`src/rtl/flash_ssram_seq_pkg.sv`:
```
// Shared types and constants for the flash/SSRAM bus sequencer.
// Optional build macro: FLASH_SSRAM_SEQ_FIXED_PRIO_EN (fixed priority instead of round-robin).
package flash_ssram_seq_pkg;

    localparam int unsigned NUM_REQ = 2;

    localparam logic TGT_FLASH = 1'b0;
    localparam logic TGT_SSRAM = 1'b1;

    typedef enum logic [2:0] {
        StIdle,
        StFSetup,
        StFAccess,
        StFHold,
        StSCmd,
        StSWait,
        StTurn
    } seq_state_e;

    function automatic int unsigned max_u(input int unsigned a, input int unsigned b);
        return (a > b) ? a : b;
    endfunction

endpackage

```
`src/rtl/flash_ssram_rr_arb.sv`:
```
// Two-requester grant logic: round-robin on rr_last_i, or fixed priority to requester 0
// when FLASH_SSRAM_SEQ_FIXED_PRIO_EN is defined (rr_last_i then does not exist).
module flash_ssram_rr_arb
    import flash_ssram_seq_pkg::*;
(
    input  logic [NUM_REQ-1:0] req_i,
`ifndef FLASH_SSRAM_SEQ_FIXED_PRIO_EN
    input  logic               rr_last_i,
`endif
    output logic               grant_vld_o,
    output logic               grant_idx_o
);

    always_comb begin
        grant_vld_o = |req_i;
        grant_idx_o = 1'b0;
        if (req_i == 2'b11) begin
`ifdef FLASH_SSRAM_SEQ_FIXED_PRIO_EN
            grant_idx_o = 1'b0;
`else
            grant_idx_o = ~rr_last_i;
`endif
        end else if (req_i[1]) begin
            grant_idx_o = 1'b1;
        end
    end

endmodule

```
`src/rtl/flash_ssram_bus_sequencer.sv`:
```
// Shares one flash/SSRAM tristate bus between two requesters with timed strobes.
// Optional build macro: FLASH_SSRAM_SEQ_FIXED_PRIO_EN (requester 0 always wins a tie).
module flash_ssram_bus_sequencer
    import flash_ssram_seq_pkg::*;
#(
    parameter int unsigned ADDR_W       = 24,
    parameter int unsigned DATA_W       = 32,
    parameter int unsigned FLASH_SETUP  = 2,
    parameter int unsigned FLASH_WAIT   = 8,
    parameter int unsigned FLASH_HOLD   = 1,
    parameter int unsigned SSRAM_RD_LAT = 2,
    parameter int unsigned TURNAROUND   = 1
) (
    input  logic                      clk,
    input  logic                      reset,
    input  logic [NUM_REQ-1:0]        req,
    input  logic [NUM_REQ-1:0]        req_tgt,
    input  logic [NUM_REQ-1:0]        req_we,
    input  logic [2*ADDR_W-1:0]       req_addr,
    input  logic [2*DATA_W-1:0]       req_wdata,
    input  logic [2*(DATA_W/8)-1:0]   req_be,
    output logic [NUM_REQ-1:0]        done,
    output logic [DATA_W-1:0]         rdata,
    output logic [ADDR_W-1:0]         bus_a,
    output logic [DATA_W-1:0]         bus_d_out,
    output logic                      bus_d_oe,
    input  logic [DATA_W-1:0]         bus_d_in,
    output logic                      flash_cs_n,
    output logic                      flash_oe_n,
    output logic                      flash_wr_n,
    output logic                      ssram_ce_n,
    output logic                      ssram_adsc_n,
    output logic                      ssram_oe_n,
    output logic                      ssram_bwe_n,
    output logic [DATA_W/8-1:0]       ssram_bw_n
);

    localparam int unsigned BE_W  = DATA_W / 8;
    localparam int unsigned MAX_T = max_u(max_u(max_u(FLASH_SETUP, FLASH_WAIT),
                                                max_u(FLASH_HOLD, SSRAM_RD_LAT)), TURNAROUND);
    localparam int unsigned CNT_W = $clog2(MAX_T + 1);

    typedef logic [CNT_W-1:0] cnt_t;

    // Counters run down to zero; these are the load values on state entry.
    localparam cnt_t SETUP_LD = cnt_t'(FLASH_SETUP - 1);
    localparam cnt_t WAIT_LD  = cnt_t'(FLASH_WAIT - 1);
    localparam cnt_t HOLD_LD  = (FLASH_HOLD > 0) ? cnt_t'(FLASH_HOLD - 1) : '0;
    localparam cnt_t RDLAT_LD = cnt_t'(SSRAM_RD_LAT - 1);
    localparam cnt_t TURN_LD  = (TURNAROUND > 0) ? cnt_t'(TURNAROUND - 1) : '0;

    seq_state_e         state_q, state_d;
    cnt_t               cnt_q, cnt_d;
    logic               grant_q, grant_d;
    logic [ADDR_W-1:0]  addr_q, addr_d;
    logic [DATA_W-1:0]  wdata_q, wdata_d;
    logic [BE_W-1:0]    be_q, be_d;
    logic               we_q, we_d;
    logic [NUM_REQ-1:0] done_q, done_d;
    logic [DATA_W-1:0]  rdata_q, rdata_d;
`ifndef FLASH_SSRAM_SEQ_FIXED_PRIO_EN
    logic               rr_last_q, rr_last_d;
`endif

    logic               grant_vld;
    logic               grant_idx;
    logic               xfer_end;
    logic [ADDR_W-1:0]  sel_addr;
    logic [DATA_W-1:0]  sel_wdata;
    logic [BE_W-1:0]    sel_be;

    flash_ssram_rr_arb u_arb (
        .req_i       (req),
`ifndef FLASH_SSRAM_SEQ_FIXED_PRIO_EN
        .rr_last_i   (rr_last_q),
`endif
        .grant_vld_o (grant_vld),
        .grant_idx_o (grant_idx)
    );

    assign sel_addr  = grant_idx ? req_addr[2*ADDR_W-1:ADDR_W]  : req_addr[ADDR_W-1:0];
    assign sel_wdata = grant_idx ? req_wdata[2*DATA_W-1:DATA_W] : req_wdata[DATA_W-1:0];
    assign sel_be    = grant_idx ? req_be[2*BE_W-1:BE_W]        : req_be[BE_W-1:0];

    always_comb begin
        state_d   = state_q;
        cnt_d     = cnt_q;
        grant_d   = grant_q;
        addr_d    = addr_q;
        wdata_d   = wdata_q;
        be_d      = be_q;
        we_d      = we_q;
        done_d    = '0;
        rdata_d   = rdata_q;
        xfer_end  = 1'b0;
`ifndef FLASH_SSRAM_SEQ_FIXED_PRIO_EN
        rr_last_d = rr_last_q;
`endif

        unique case (state_q)
            StIdle: begin
                // A done cycle never arbitrates: the finishing requester still holds req.
                if (grant_vld && (done_q == '0)) begin
                    grant_d = grant_idx;
                    addr_d  = sel_addr;
                    wdata_d = sel_wdata;
                    be_d    = sel_be;
                    we_d    = req_we[grant_idx];
`ifndef FLASH_SSRAM_SEQ_FIXED_PRIO_EN
                    rr_last_d = grant_idx;
`endif
                    if (req_tgt[grant_idx] == TGT_FLASH) begin
                        state_d = StFSetup;
                        cnt_d   = SETUP_LD;
                    end else begin
                        state_d = StSCmd;
                    end
                end
            end
            StFSetup: begin
                if (cnt_q == '0) begin
                    state_d = StFAccess;
                    cnt_d   = WAIT_LD;
                end else begin
                    cnt_d = cnt_q - cnt_t'(1);
                end
            end
            StFAccess: begin
                if (cnt_q == '0) begin
                    if (!we_q) begin
                        rdata_d = bus_d_in;
                    end
                    if (FLASH_HOLD > 0) begin
                        state_d = StFHold;
                        cnt_d   = HOLD_LD;
                    end else begin
                        xfer_end = 1'b1;
                    end
                end else begin
                    cnt_d = cnt_q - cnt_t'(1);
                end
            end
            StFHold: begin
                if (cnt_q == '0) begin
                    xfer_end = 1'b1;
                end else begin
                    cnt_d = cnt_q - cnt_t'(1);
                end
            end
            StSCmd: begin
                if (we_q) begin
                    xfer_end = 1'b1;
                end else begin
                    state_d = StSWait;
                    cnt_d   = RDLAT_LD;
                end
            end
            StSWait: begin
                if (cnt_q == '0) begin
                    rdata_d  = bus_d_in;
                    xfer_end = 1'b1;
                end else begin
                    cnt_d = cnt_q - cnt_t'(1);
                end
            end
            StTurn: begin
                if (cnt_q == '0) begin
                    state_d = StIdle;
                end else begin
                    cnt_d = cnt_q - cnt_t'(1);
                end
            end
            default: state_d = StIdle;
        endcase

        if (xfer_end) begin
            done_d = grant_q ? 2'b10 : 2'b01;
            if (!we_q && (TURNAROUND > 0)) begin
                state_d = StTurn;
                cnt_d   = TURN_LD;
            end else begin
                state_d = StIdle;
            end
        end
    end

    // Pin decode straight from state so an async reset drops every strobe at once.
    always_comb begin
        bus_a        = '0;
        bus_d_out    = '0;
        bus_d_oe     = 1'b0;
        flash_cs_n   = 1'b1;
        flash_oe_n   = 1'b1;
        flash_wr_n   = 1'b1;
        ssram_ce_n   = 1'b1;
        ssram_adsc_n = 1'b1;
        ssram_oe_n   = 1'b1;
        ssram_bwe_n  = 1'b1;
        ssram_bw_n   = '1;

        unique case (state_q)
            StFSetup, StFHold: begin
                bus_a      = addr_q;
                flash_cs_n = 1'b0;
                bus_d_oe   = we_q;
            end
            StFAccess: begin
                bus_a      = addr_q;
                flash_cs_n = 1'b0;
                bus_d_oe   = we_q;
                flash_oe_n = we_q;
                flash_wr_n = ~we_q;
            end
            StSCmd: begin
                bus_a        = addr_q;
                ssram_ce_n   = 1'b0;
                ssram_adsc_n = 1'b0;
                if (we_q) begin
                    ssram_bwe_n = 1'b0;
                    ssram_bw_n  = ~be_q;
                    bus_d_oe    = 1'b1;
                end
            end
            StSWait: ssram_oe_n = 1'b0;
            default: ;
        endcase

        if (bus_d_oe) begin
            bus_d_out = wdata_q;
        end
    end

    always_ff @(posedge clk or posedge reset) begin
        if (reset) begin
            state_q <= StIdle;
            cnt_q   <= '0;
            grant_q <= 1'b0;
            addr_q  <= '0;
            wdata_q <= '0;
            be_q    <= '0;
            we_q    <= 1'b0;
            done_q  <= '0;
            rdata_q <= '0;
        end else begin
            state_q <= state_d;
            cnt_q   <= cnt_d;
            grant_q <= grant_d;
            addr_q  <= addr_d;
            wdata_q <= wdata_d;
            be_q    <= be_d;
            we_q    <= we_d;
            done_q  <= done_d;
            rdata_q <= rdata_d;
        end
    end

`ifndef FLASH_SSRAM_SEQ_FIXED_PRIO_EN
    // Reset to 1 so requester 0 wins the first tie.
    always_ff @(posedge clk or posedge reset) begin
        if (reset) begin
            rr_last_q <= 1'b1;
        end else begin
            rr_last_q <= rr_last_d;
        end
    end
`endif

    assign done  = done_q;
    assign rdata = rdata_q;

endmodule

```
`config.mk`:
```
export PLATFORM = sky130hd
export DESIGN_NAME = flash_ssram_bus_sequencer
export DESIGN_NICKNAME = d
export VERILOG_FILES = /design/src/rtl/flash_ssram_seq_pkg.sv /design/src/rtl/flash_ssram_rr_arb.sv /design/src/rtl/flash_ssram_bus_sequencer.sv
export SDC_FILE = /design/constraint.sdc
export NUM_CORES = 1
export LEC_CHECK = 0
export CAP_MARGIN = 20
export CORE_UTILIZATION = 37
export CTS_CLUSTER_DIAMETER = 30
export CTS_CLUSTER_SIZE = 12
export DETAILED_ROUTE_END_ITERATION = 6
export GPL_TIMING_DRIVEN = 0
export HOLD_SLACK_MARGIN = 0.02
export MAX_ROUTING_LAYER = met4
export PLACE_DENSITY = 0.77
export SLEW_MARGIN = 15
export SYNTH_ARGS = -nofsm -noshare
export SYNTH_HDL_FRONTEND = slang
export SYNTH_HIERARCHICAL = 1
export SYNTH_SLANG_ARGS = --single-unit
```
`constraint.sdc`:
```
create_clock -name clk -period 3 [get_ports clk]
set_input_delay 0.45 -clock clk [delete_from_list [all_inputs] [get_ports clk]]
set_output_delay 0.45 -clock clk [all_outputs]
set_load 0.005 [all_outputs]
```
Word-level counts from Yosys, hierarchy flattened
Cells that the tools add are included.

storage, ports and cells
  register bits after elaboration = 104
  input port bits = 160
  word-level logic and storage cells = 92

cells by class
  bitwise operators = 3
  order comparisons = 1
  add/sub/neg operators = 1
  multiplexer cells = 48
  eq/ne operators = 16
  reduce and logical (&&, ||, !) cells = 13

operator list
  kind                                              number
  two-way mux 32 bit                                5
  case mux 32 bit (2 select lines)                  1
  two-way mux 24 bit                                2
  two-way mux 4 bit                                 11
  two-way mux 3 bit                                 8
  case mux 4 bit (5 select lines)                   1
  case mux 3 bit (6 select lines)                   1
  two-way mux 1 bit                                 15
  != test 3 bit, second input constant              5
  == test 3 bit, second input constant              3
  == test 3 x 2 -> 1 bit, second input constant     2
  != test 2 bit, second input constant              3
  AND reduction 6 bit                               1
  OR reduction 3 bit                                2
  zero test 4 bit                                   1
  two-way mux 2 bit                                 2
  NOT 4 bit                                         1
  case mux 1 bit (2 select lines)                   2
  AND reduction 4 bit                               1
  OR reduction 2 bit                                2
  OR reduction 4 bit                                1
  subtractor 4 x 1 -> 4 bit, second input constant  1
  == test 3 x 1 -> 1 bit, second input constant     1
  zero test 3 bit                                   1
  8 further kinds                                   9

Logic depth before layout (Yosys ltp)
Gate-level depths: netlist of run 1.

  word-level depth = 9
  depth in mapped cells = 9

Modules after synthesis
Netlist of run 1, hierarchy kept.

by module, submodules not included
  module                     sequential area each (sq um)  cells each  instances  area an instance (sq um)
  flash_ssram_bus_sequencer  2603.7                        503         1          5350.1
  flash_ssram_rr_arb         0.0                           2           1          13.8

Least setup slack after synthesis of run 1
OpenSTA, ideal clock, no wires.

  path kind = register -> output
  start point = register state_q[0]
  end point = output port bus_d_out[26]
  stages on the path, launching flop included = 7
  arrival time = 1.593 ns
  setup slack = 0.957 ns
  cell sequence = dfrtp_1 > buf_2 > nor2_1 > xnor2_1 > clkbuf_1 > clkbuf_1 > and3_1

on the way
  word-level cells in the longest chain between the ends = 4

RTL lines
  item                                                              RTL line                          source
  start: declaration                                                flash_ssram_bus_sequencer.sv:52   seq_state_e state_q, state_d;
  start signal: assignment                                          flash_ssram_bus_sequencer.sv:235  state_q <= StIdle;
  start signal: assignment                                          flash_ssram_bus_sequencer.sv:245  state_q <= state_d;
  == test 3 x 2 -> 1 bit or == test 3 x 1 -> 1 bit (tied branches)  flash_ssram_bus_sequencer.sv:201  unique case (state_q)
  OR reduction 3 bit (no line)                                      n/a
  case mux 1 bit (2 select lines) (*)                               flash_ssram_bus_sequencer.sv:201
  two-way mux 32 bit (*)                                            flash_ssram_bus_sequencer.sv:228  if (bus_d_oe) begin
  end: declaration                                                  flash_ssram_bus_sequencer.sv:25   output logic [DATA_W-1:0] bus_d_out,

Mark *: on every way between the ends. The rest lies on a longest branch, timed or not.

Worst setup path in the final report of run 1
  start point = register state_q[0]
  end point = output port bus_d_out[30]

Same word-level chain as after synthesis.

==> results of run 1 <==
Yosys cell counts, drive strengths merged (2+ instances only):
master,instances,area [sq um]
mux2i,65,651
nand2b,2,12.5
or3,2,17.5
and3,33,206
mux2,34,495
and2,25,156
dfrtp,103,2580
nor3b,3,38.8
ha,3,37.5
nor2,5,18.8
o221ai,2,17.5
o2bb2ai,2,17.5
nand2,77,289
nor2b,2,12.5
nor3,3,20.0
o21ai,65,325
a31oi,2,12.5
a21o,2,22.5
buf,14,90.1
xor2,2,17.5
a21oi,5,25.0
o21a,2,15.0
clkbuf,26,97.6
or2,2,12.5
nand3,2,10.0
inv,7,26.3
path summary, 6_finish.rpt:
kind | start | endpoint | slack (ns)
max in group asynchronous | reset | rr_last_q$_DFFE_PP1P_ | 1.86
hold / removal | reset | rdata[21]$_DFFE_PP0P_ | 0.39
setup reg to reg | cnt_q[0]$_DFF_PP0_ | cnt_q[0]$_DFF_PP0_ | 0.54
hold reg to reg | grant_q$_DFFE_PP0P_ | done[0]$_DFF_PP0_ | 0.45
min in group clk | grant_q$_DFFE_PP0P_ | done[0]$_DFF_PP0_ | 0.45
setup / recovery | state_q[0]$_DFFE_PP0P_ | bus_d_out[30] | 0.21
what timing repair did:
item,in CTS,in global routing
pin swaps,0,1
resized for setup,8,6
endpoints found under the hold margin,0,0
buffers inserted,0,1
setup endpoints to repair,47,39
final cells by class:
type                       instances  area (sq um)
fill                            1174          5380
timing repair buffer             265          2680
sequential                       104          2600
multi-input combinational        354          2560
clock buffer                      10           239
tap                              180           225
buffer                            40           201
clock inverter                     5          65.1
inverter                           7          30.0
per-stage QoR:
step                hold WS (ns)  power (W)  utilization
floorplan                  0.412    0.00437            -
global placement           0.427    0.00620        0.587
detailed placement         0.441    0.00635        0.591
CTS                        0.387    0.00763        0.614
global route               0.413    0.00810        0.615
finish                     0.391    0.00758        0.615
report_power, final:
part           leakage [nW]  switching [W]  internal [W]  total [W]
Clock                 0.150       0.000544      0.000675    0.00122
Sequential             1.26       0.000369       0.00209    0.00246
Combinational          2.48        0.00162       0.00228    0.00390
Total                  3.90        0.00253       0.00505    0.00758
logic make-up (layout without fill, tap and decap cells):
| group | after synthesis | in the layout | share of synthesized area |
|---|---|---|---|
| AOI/OAI and AO/OA | 91 | 91 | 0.0984 |
| xor gates and xnor gates | 3 | 3 | 0.00490 |
| adders and majority gates | 3 | 3 | 0.00700 |
| buffers and inverters | 47 | 327 | 0.0399 |
| DFF | 104 | 104 | 0.485 |
| muxes | 99 | 99 | 0.214 |
| and+or+nand+nor | 158 | 158 | 0.151 |
registers in the layout, indices dropped and copies added, names as in the netlist:
| register | flops |
|---|---|
| rdata | 32 |
| cnt_q | 4 |
| wdata_q | 32 |
| be_q | 4 |
| rr_last_q | 1 |
| state_q | 3 |
| grant_q | 1 |
| done | 2 |
| we_q | 1 |
| addr_q | 24 |
layer usage:
| layer | global-route usage | up-vias | share of wire |
|---|---|---|---|
| met4 | 0.0610 | 0 | 0.0099 |
| met1 | 0.259 | 2306 | 0.40 |
| met2 | 0.387 | 192 | 0.52 |
| met3 | 0.0646 | 16 | 0.073 |
| met5 | - | - | 0 |
| li1 | - | 2297 | - |
worst max-delay path, delay by kind of cell (launching register included):
kind                   cells  cell delay (ns)
XOR/XNOR                   1             0.15
flip-flops                 1             0.36
buffers and inverters      4             1.12
AND/OR/NAND/NOR            2             0.36
==> results.txt, run 1 <==
The effective utilization at floorplan came out at 0.383. The top cell types in the final layout, fill and taps aside, are sky130_fd_sc_hd__clkdlybuf4s50_1, sky130_fd_sc_hd__dfrtp_1, sky130_fd_sc_hd__nand2_1. In the routed design, unresolved DRC markers number 0. The register bit count reported by yosys came out at 104. The top flip-flop cell by instance count after synthesis is sky130_fd_sc_hd__dfrtp_1. In this run the remaining antenna-violating nets after routing total 0. The max-slew headroom at the worst pin is 0.474. The worst setup path is launched from a flop. The worst setup path is of the reg2out kind. The HPWL after detailed placement is 12900 um.

The clock-pin slew on the worst setup and hold paths came out at 0.07 ns. Walking the worst path, the cells encountered are buf_2, nor2_4, xnor2_2, buf_4, clkbuf_4, and3_1, clkdlybuf4s50_1. The final-layout setup total negative slack is 0 ns. The total wirelength of the detailed-routed design came out at 16300 um. The worst setup path is captured at an output port. The count of final max-slew check failures was 0. The critical path required time came out at 2.55 ns.

In this run the static leakage power is 3.90 nW. The number of clock buffers added by TritonCTS is 9. The arrival time of the worst setup path is 2.34 ns. The area of the mapped netlist is 5360 sq um. The global-route total usage across every layer is 0.226. The routed length per placed instance came out at 16.8 um. Counting flops with an async set or reset pin after synthesis yields a share of 1.00.

The number of warnings printed during yosys synthesis came out at 6. The clock net in this run drives a total of 104 sinks. The net count reported at finish came out at 944. The share of final-layout standard cells stronger than drive strength 1 is 0.0994. The number of diodes added for antenna fixing came out at 0. The area added between synthesis and finish came out at 60.4%. The share of the clock period used by the worst path after layout came out at 0.930. In this run the vertical extent of the chip is 122 um. The post-detailed-route via-to-cell ratio came out at 4.99. The post-layout instance count excluding filler cells came out at 965. The clock tree from TritonCTS is yes. The remaining global-route overflow is 0. The total vias in the final route is 4811. On the critical path, the stage with the largest delay is an instance of sky130_fd_sc_hd__clkdlybuf4s50_1.

The final worst setup slack came out at 0.209 ns. Timing would allow up to 358 MHz. The count of final hold-check violations is 0. The deepest clock path buffer count is 2. The cell row count came out at 43. The worst path in the final design needs a cycle of 2.79 ns, including I/O delays and setup. Entering global routing, the biggest net connects 36 pins. The clock reaches the later pin of the worst-skew pair after 0.35 ns. The first-pass GRT wire length is 25000 um. The number of antenna violations at the first check in global routing is 0. The run finished with clean final reports. The core box area is 14000 sq um. The final weighted congestion in routability-driven placement came out at 0.911. Counting every instance in the synthesized netlist gives 505.

Setup repair after global routing left no endpoint under its margin. The die covers 15000 sq um. The via count of the first global-routing pass came to 4994. The number of primary I/O pins is 262. Across the run, the number of max-cap violations was 0.

The power per cell area came out at 881 nW/um^2. The synthesized area per cell came out at 10.6 sq um. The total of endpoints with negative setup slack in the final report is 0. The number of buffers inserted by port buffering came out at 261. The quantity of hold-fixing buffers added after cts came out at 0. The netlist uses 52 different library cells. The tree is rooted in a sky130_fd_sc_hd__clkbuf_16. IR analysis of the VDD net gives a maximum drop of 0.437 mV. The horizontal extent of the die came out at 122 um.

The logic depth of the worst register-to-register path came out at 9. The first-iteration detailed-routing DRC count came out at 177. The measured slew at the worst slew-check pin came out at 0.788 ns.

The number of levels the H-tree was split into came out at 3. The min-delay analysis places its worst path in the category in2async. The sequential cell area fraction in the yosys report came out at 0.485. The clock skew is 0.00765 ns. The minimum setup slack after placement came out at -0.123 ns. The library cell used most frequently in the layout, excluding fill and tap cells, is sky130_fd_sc_hd__clkdlybuf4s50_1.

The cell area after placement is 8270 sq um. The largest single stage delay on the critical path is 0.52 ns. The number of iterations in the first detailed-routing pass is 5. In this run, synthesis inferred 0 flip-flops with an integrated enable. The net count of the mapped netlist came out at 668.

The cell count after placement is 949. The biggest fanout along the worst timing path is 10. The final cell area excluding filler cells came out at 8610 sq um.
Note: power is estimated with default switching activity, not from simulation.
==> run 2: changes to the inputs <==
--- a/config.mk
+++ b/config.mk
@@ -6,6 +6,7 @@
 export NUM_CORES = 1
 export LEC_CHECK = 0
 export CAP_MARGIN = 20
+export CORE_MARGIN = 2
 export CORE_UTILIZATION = 37
 export CTS_CLUSTER_DIAMETER = 30
 export CTS_CLUSTER_SIZE = 12
@@ -14,6 +15,7 @@
 export HOLD_SLACK_MARGIN = 0.02
 export MAX_ROUTING_LAYER = met4
 export PLACE_DENSITY = 0.77
+export SETUP_SLACK_MARGIN = 0.3
 export SLEW_MARGIN = 15
 export SYNTH_ARGS = -nofsm -noshare
 export SYNTH_HDL_FRONTEND = slang
==> run 2 against run 1 <==
  * Maximum frequency rose by 6.8%
  * Worst setup slack improved by 0.18 ns
  * Utilization fell by 0.76 points
  * Critical endpoint is now bus_a[21]
==> results.txt, run 2 (synthesis results as in run 1) <==
The origin of the worst setup path is state_q[0]$_DFFE_PP0P_ (unchanged). The worst setup slack for register-to-register paths is 0.63 ns (was 0.54 ns). The HPWL after detailed placement came out at 12800 um (was 12900 um).

The first-pass GRT wire length was 26500 um (was 25000 um). The total of endpoints with negative setup slack in the final report came to 0 (unchanged). The final worst setup slack came to 0.387 ns (was 0.209 ns). The area added between synthesis and finish is 62.8% (was 60.4%).

The share of final-layout standard cells stronger than drive strength 1 came to 0.108 (was 0.0994). The highest clock rate came out at 383 MHz (was 358 MHz). The total wirelength of the detailed-routed design came out at 16500 um (was 16300 um). The via count of the first global-routing pass is 5178 (was 4994).

The post-layout instance count excluding filler cells is 972 (was 965). The path type of the worst min-delay path is in2async (unchanged). The number of violations of the max-capacitance limit is 0 (unchanged). The routed length per placed instance came out at 17.0 um (was 16.8 um). The kind of cell adding the most delay to the critical path was buffers and inverters (unchanged). The insertion delay to the later sink of the worst-skew pair is 0.35 ns (about the same). The deepest clock path buffer count is 2 (unchanged).

The final cell area excluding filler cells is 8730 sq um (was 8610 sq um). The number of iterations in the first detailed-routing pass came out at 7 (was 5). The critical path launch point type is a flop (unchanged). The clock net sink count came out at 104 (unchanged). The total vias in the final route is 4879 (was 4811).

The most crowded layer after global routing is met2 (unchanged). The start of the worst register-to-register path is cnt_q[0]$_DFF_PP0_ (unchanged). The worst path buffer plus inverter count is 4 (unchanged). The power per cell area came out at 884 nW/um^2 (was 881 nW/um^2). The number of antenna violations at the first check in global routing came to 0 (unchanged). Setup repair after global routing missed its margin: true (was false). The kind of critical path is reg2out (unchanged). The post-layout total power is 0.00772 W (was 0.00758 W). The global-route total usage across every layer came out at 0.220 (was 0.226). The logic depth of the worst register-to-register path was 9 (unchanged). The number of cells on the critical path is 7 (unchanged). The max-slew headroom at the worst pin came out at 0.509 (was 0.474).

Run status: finished, final reports clean (unchanged). The buffer type at the clock tree root is sky130_fd_sc_hd__clkbuf_16 (unchanged). Most frequent cells in the layout: sky130_fd_sc_hd__clkdlybuf4s50_1, sky130_fd_sc_hd__dfrtp_1, sky130_fd_sc_hd__nand2_1 (unchanged).

The quantity of hold-fixing buffers added after cts came out at 0 (unchanged). The most common cell after layout, fill and taps aside is sky130_fd_sc_hd__clkdlybuf4s50_1 (unchanged). The biggest fanout along the worst timing path was 10 (unchanged). The final critical path time including I/O delays and setup came to 2.61 ns (was 2.79 ns). The horizontal extent of the die came to 124 um (was 122 um). The post-detailed-route via-to-cell ratio is 5.02 (was 4.99). The arrival time of the worst setup path is 2.16 ns (was 2.34 ns). The met1 usage came out at 0.259 (about the same). The cell row count is 44 (was 43). The static leakage power was 4.06 nW (was 3.90 nW). The cell area after placement is 8270 sq um (about the same). The number of levels the H-tree was split into is 3 (unchanged). The delay contributed by the slowest stage of the critical path is 0.52 ns (about the same). The number of primary I/O pins came out at 262 (unchanged).

The clock-pin slew on the worst setup and hold paths is 0.07 ns (about the same). The number of design rule violations left after detail routing came out at 0 (unchanged). The worst setup path endpoint is bus_a[21] (was bus_d_out[30]). The count of final max-slew check failures came to 0 (unchanged). The net count reported at finish is 946 (was 944). The total clock buffers created by CTS came out at 9 (unchanged). The type of destination of the critical path was an output port (unchanged). The cell count after placement is 953 (was 949). The global routing met3 resource utilization is 0.0425 (was 0.0646). The remaining global-route overflow is 0 (unchanged). The share of the clock period used by the worst path after layout came to 0.871 (was 0.930). The clock skew is 0.00856 ns (was 0.00765 ns). The core box area came out at 14400 sq um (was 14000 sq um). The filler cell count in the final layout is 1179 (was 1174).

The die outline area came out at 15500 sq um (was 15000 sq um). Cell chain of the critical path: buf_4, nor2_4, xnor2_4, buf_8, clkbuf_8, and2_1, clkdlybuf4s50_1 (was buf_2, nor2_4, xnor2_2, buf_4, clkbuf_4, and3_1, clkdlybuf4s50_1). The overall die height came out at 124 um (was 122 um). The number of buffers inserted by port buffering is 261 (unchanged).

The number of diodes added for antenna fixing is 0 (unchanged). The measured slew at the worst slew-check pin is 0.736 ns (was 0.788 ns). The peak supply drop is 0.450 mV (was 0.437 mV). The cell with the biggest individual delay on the critical path is sky130_fd_sc_hd__clkdlybuf4s50_1 (unchanged). The capturing point of the worst reg2reg path is cnt_q[0]$_DFF_PP0_ (unchanged).

The clock tree from TritonCTS is yes (unchanged). The count of nets left with antenna violations after detail routing came out at 0 (unchanged). The pin count of the biggest net entering global routing came out at 38 (was 36).

The final weighted congestion in routability-driven placement came to 0.891 (was 0.911). The first-iteration detailed-routing DRC count is 206 (was 177). The met2 track demand over resource came out at 0.380 (was 0.387). The critical path required time came out at 2.55 ns (about the same). The count of final hold-check violations was 0 (unchanged). The minimum setup slack after placement came out at -0.221 ns (was -0.123 ns). The effective utilization at floorplan is 0.373 (was 0.383).
==> run 2: changes by cell type in the layout (fill, tap and decap cells not counted), sizes merged <==
cell / change
buf: +4
bufinv: +1
clkdlybuf4s50: -22
clkinv: -2
clkinvlp: +2
dlygate4sd2: +16
dlymetal6s2s: +6
inv: -2
==> run 2: cell type report <==
type	instances	area, sq um	share of cell area
timing repair buffer	267	2690	0.308
tap	184	230	0.0264
buffer	40	255	0.0292
clock buffer	12	267	0.0305
multi-input combinational	354	2580	0.295
inverter	7	30.0	0.00344
clock inverter	4	75.1	0.00860
sequential	104	2600	0.298
==> run 2: power breakdown <==
group / internal (W) / total, W / switching, W / leakage, nW
Sequential: 0.00209 / 0.00247 / 0.000375 / 1.26
Clock: 0.000800 / 0.00132 / 0.000523 / 0.161
Combinational: 0.00228 / 0.00392 / 0.00164 / 2.64
Total: 0.00518 / 0.00772 / 0.00254 / 4.06
==> run 2: metrics by stage <==
stage / hold slack [ns] / setup TNS, ns / util
floorplan: 0.412 / 0 / -
global placement: 0.422 / -2.01 / 0.571
detailed placement: 0.433 / -3.08 / 0.576
CTS: 0.405 / 0 / 0.604
global route: 0.416 / 0 / 0.608
finish: 0.404 / 0 / 0.608
==> run 2: worst reg2reg max path: cells and delay by family (launching register included) <==
family                   cells  cell delay (ns)
AO/OA/AOI/OAI                3             0.37
adder cells (fa/ha/maj)      2             0.55
flip-flops                   1             0.44
buffers and inverters        2             0.33
AND/OR/NAND/NOR              1             0.44
multiplexers                 1             0.15
==> run 2: how the worst min path moves through the flow <==
stage                         from               endpoint  cells after the start  slack, ns
2_1_floorplan  grant_q$_DFFE_PP0P_      done[0]$_DFF_PP0_                      1       0.41
3_3_place_gp   grant_q$_DFFE_PP0P_      done[0]$_DFF_PP0_                      1       0.42
3_5_place_dp   grant_q$_DFFE_PP0P_      done[0]$_DFF_PP0_                      1       0.43
4_1_cts                      reset   rdata[2]$_DFFE_PP0P_                      2       0.40
5_1_grt                      reset   rdata[2]$_DFFE_PP0P_                      2       0.42
6_report                     reset  rdata[23]$_DFFE_PP0P_                      2       0.40
==> run 2: what timing repair did <==
| item | in CTS | in global routing |
|---|---|---|
| pin swaps | 2 | 1 |
| buffers inserted | 2 | 1 |
| gates resized for setup | 37 | 15 |
| endpoints found under the setup margin | 62 | 45 |
==> run 2: per-layer routing <==
layer / part of all wire / vias up
met3: 0.056 / 29
met4: 0.023 / 0
met5: 0 / -
met1: 0.41 / 2337
met2: 0.52 / 205
li1: - / 2308
==> run 3: changes to the inputs <==
--- a/config.mk
+++ b/config.mk
@@ -7,14 +7,15 @@
 export LEC_CHECK = 0
 export CAP_MARGIN = 20
 export CORE_MARGIN = 2
-export CORE_UTILIZATION = 37
+export CORE_UTILIZATION = 57
 export CTS_CLUSTER_DIAMETER = 30
 export CTS_CLUSTER_SIZE = 12
 export DETAILED_ROUTE_END_ITERATION = 6
+export DONT_BUFFER_PORTS = 1
 export GPL_TIMING_DRIVEN = 0
 export HOLD_SLACK_MARGIN = 0.02
 export MAX_ROUTING_LAYER = met4
-export PLACE_DENSITY = 0.77
+export PLACE_DENSITY = 0.75
 export SETUP_SLACK_MARGIN = 0.3
 export SLEW_MARGIN = 15
 export SYNTH_ARGS = -nofsm -noshare
==> run 3 against run 2 <==
  * Total power shrank 24%
  * Count of clock-buffer cells in the layout is 2 lower
  * Clock skew is 0.011 ns higher
  * First-iteration DRC count fell by 31%
  * Largest power group is now sequential cells
  * Largest cell class is now registers
  * Final area is 34% lower
==> results.txt, run 3 (synthesis results as in run 1) <==
Run status: finished, final reports clean (unchanged). The total of endpoints with negative setup slack in the final report came out at 0 (unchanged). The count of final max-slew check failures came out at 0 (unchanged). The routed length per placed instance came to 22.1 um (was 17.0 um). The post-layout total power came out at 0.00586 W (was 0.00772 W). Cell chain of the critical path: buf_2, nor2_4, xnor2_1, clkbuf_4, clkbuf_2, and3_1 (was buf_4, nor2_4, xnor2_4, buf_8, clkbuf_8, and2_1, clkdlybuf4s50_1). The number of violations of the max-capacitance limit came out at 0 (unchanged).

The kind of critical path was reg2out (unchanged). The relative contribution of combinational cells to total power came to 0.427 (was 0.509). The overall die height is 101 um (was 124 um). The number of primary I/O pins came out at 262 (unchanged). The type of destination of the critical path is an output port (unchanged). The worst path buffer plus inverter count came to 3 (was 4). The area taken by multi-input logic gates is 2550 sq um (was 2580 sq um). The share of the clock period used by the worst path after layout came to 0.843 (was 0.871). The most common cell after layout, fill and taps aside is sky130_fd_sc_hd__dfrtp_1 (was sky130_fd_sc_hd__clkdlybuf4s50_1).

The clock skew came to 0.0199 ns (was 0.00856 ns). The number of iterations in the first detailed-routing pass came out at 4 (was 7). The core box area was 9200 sq um (was 14400 sq um). The clock tree from TritonCTS is yes (unchanged). The delay contributed by the slowest stage of the critical path was 0.36 ns (was 0.52 ns).

The switching share of power is 0.395 (was 0.329). The total clock buffers created by CTS came out at 9 (unchanged). The biggest fanout along the worst timing path was 10 (unchanged).

The final weighted congestion in routability-driven placement is 0.929 (was 0.891). The cell with the biggest individual delay on the critical path is sky130_fd_sc_hd__dfrtp_1 (was sky130_fd_sc_hd__clkdlybuf4s50_1). The critical path launch point type is a flop (unchanged). The deepest clock path buffer count came out at 2 (unchanged). The filler cell count in the final layout is 780 (was 1179). The switching power came out at 0.00232 W (was 0.00254 W). The final-layout setup total negative slack came to 0 ns (unchanged). The buffer type at the clock tree root is sky130_fd_sc_hd__clkbuf_8 (was sky130_fd_sc_hd__clkbuf_16). The critical path required time came out at 2.55 ns (about the same). The count of nets left with antenna violations after detail routing came out at 0 (unchanged).

The net count reported at finish came out at 681 (was 946). The area added between synthesis and finish is 7.04% (was 62.8%). The clock-pin slew on the worst setup and hold paths came out at 0.11 ns (was 0.07 ns).

The insertion delay to the later sink of the worst-skew pair was 0.37 ns (was 0.35 ns). The via count of the first global-routing pass came out at 3853 (was 5178). Setup repair after global routing missed its margin: false (was true). The path type of the worst min-delay path was in2async (unchanged). The first-iteration detailed-routing DRC count came out at 143 (was 206). The number of design rule violations left after detail routing came out at 0 (unchanged). The static leakage power is 2.81 nW (was 4.06 nW). The arrival time of the worst setup path came out at 2.08 ns (was 2.16 ns). The total vias in the final route came out at 3883 (was 4879). The total wirelength of the detailed-routed design is 14000 um (was 16500 um). The share of final-layout standard cells stronger than drive strength 1 came out at 0.141 (was 0.108). The measured slew at the worst slew-check pin came to 0.917 ns (was 0.736 ns). The internal power component is 0.00355 W (was 0.00518 W). The HPWL after detailed placement is 10800 um (was 12800 um). The number of buffers inserted by port buffering came out at 0 (was 261). The power per cell area came to 1020 nW/um^2 (was 884 nW/um^2). The highest clock rate came out at 395 MHz (was 383 MHz). The cell row count came out at 35 (was 44).

The remaining global-route overflow is 0 (unchanged). The register area is 2600 sq um (unchanged). The count of final hold-check violations is 0 (unchanged). The kind of cell adding the most delay to the critical path was buffers and inverters (unchanged). The effective utilization at floorplan is 0.583 (was 0.373). The share of power burned in registers was 0.433 (was 0.320). The final critical path time including I/O delays and setup came to 2.53 ns (was 2.61 ns). The number of diodes added for antenna fixing is 0 (unchanged). The die outline area was 10200 sq um (was 15500 sq um).

The first-pass GRT wire length came out at 20900 um (was 26500 um). The global-route total usage across every layer is 0.277 (was 0.220). The clock net sink count is 104 (unchanged). The number of levels the H-tree was split into came out at 3 (unchanged). Most frequent cells in the layout: sky130_fd_sc_hd__dfrtp_1, sky130_fd_sc_hd__nand2_1, sky130_fd_sc_hd__mux2i_1, sky130_fd_sc_hd__o21ai_0, sky130_fd_sc_hd__and3_1 (was sky130_fd_sc_hd__clkdlybuf4s50_1, sky130_fd_sc_hd__dfrtp_1, sky130_fd_sc_hd__nand2_1). The max-slew headroom at the worst pin was 0.388 (was 0.509). The final standard cell utilization of the core was 0.624 (was 0.608). The peak supply drop came to 0.424 mV (was 0.450 mV). The number of antenna violations at the first check in global routing is 0 (unchanged). The post-detailed-route via-to-cell ratio is 6.12 (was 5.02). The pin count of the biggest net entering global routing is 38 (unchanged). The horizontal extent of the die is 101 um (was 124 um). The clock network fraction of total power is 0.141 (was 0.171).
run 3: cell types whose count changed in the layout (fill, tap and decap cells not counted), moves of 2 or more:
cell                              change
sky130_fd_sc_hd__dlygate4sd2_1       -16
sky130_fd_sc_hd__clkbuf_8             +4
sky130_fd_sc_hd__bufinv_16            -2
sky130_fd_sc_hd__dlymetal6s2s_1       -6
sky130_fd_sc_hd__clkbuf_1             +5
sky130_fd_sc_hd__buf_6                -2
sky130_fd_sc_hd__buf_4                -2
sky130_fd_sc_hd__clkdlybuf4s50_1    -239
sky130_fd_sc_hd__clkinv_4             +2
sky130_fd_sc_hd__clkbuf_16           -10
run 3: power by group through the flow:
stage / combinational (W) / clock [W] / sequential [W]
floorplan: 0.00196 / 0 / 0.00241
global placement: 0.00239 / 0 / 0.00252
detailed placement: 0.00248 / 0 / 0.00256
CTS: 0.00250 / 0.000846 / 0.00254
global route: 0.00279 / 0.000907 / 0.00261
finish: 0.00250 / 0.000824 / 0.00254
run 3: per-layer routing:
metal  GRT usage  vias to the layer above  share of wire
met4      0.0686                        0          0.013
met2       0.473                      179           0.52
met5           -                        -              0
met1       0.339                     1924           0.40
met3      0.0562                       11          0.063
li1            -                     1769              -
run 3: worst paths after layout:
check	start	endpoint	slack (ns)	cells past startpoint
setup reg to reg	cnt_q[0]$_DFF_PP0_	cnt_q[0]$_DFF_PP0_	0.61	9
setup / recovery	state_q[0]$_DFFE_PP0P_	bus_d_out[27]	0.47	6
min in group clk	bus_d_in[0]	rdata[0]$_DFFE_PP0P_	0.21	1
max in group asynchronous	reset	state_q[0]$_DFFE_PP0P_	2.31	2
hold reg to reg	grant_q$_DFFE_PP0P_	done[0]$_DFF_PP0_	0.46	1
hold / removal	reset	rdata[9]$_DFFE_PP0P_	0.06	1
run 3: worst register-to-register path, cell delays in order, from the launching register on:
cell and delay (ns):
sky130_fd_sc_hd__dfrtp_1 0.45, sky130_fd_sc_hd__inv_1 0.14, sky130_fd_sc_hd__ha_1 0.22, sky130_fd_sc_hd__nor3b_4 0.44, sky130_fd_sc_hd__inv_2 0.20, sky130_fd_sc_hd__ha_1 0.35, sky130_fd_sc_hd__mux2i_1 0.15, sky130_fd_sc_hd__a2bb2oi_1 0.17
sky130_fd_sc_hd__a21oi_1 0.06, sky130_fd_sc_hd__o22ai_1 0.15
run 3: stage by stage:
stage               std cells  area, sq um  hold WS (ns)  setup WS (ns)
CTS                       634         5730        0.0740          0.315
floorplan                 505         5370         0.412          0.957
global placement          616         5510         0.420          0.413
detailed placement        618         5550         0.437          0.385
global route              634         5740        0.0914          0.308
finish                    634         5740        0.0627          0.471
run 3: layout make-up:
type                            count  share of cell area
Multi-Input combinational cell    354               0.445
Tap cell                          111              0.0242
Clock inverter                      6             0.00915
Clock buffer                       10              0.0222
Timing Repair Buffer                2             0.00697
Buffer                             40              0.0340
Inverter                            7             0.00523
Sequential cell                   104               0.453
run 3: what timing repair did:
action | CTS | global route
gates resized for setup | 4 | 5
setup buffers | 0 | 0
setup endpoints to repair | 30 | 28
hold endpoints to repair | 0 | 0
hold buffers | 0 | 0
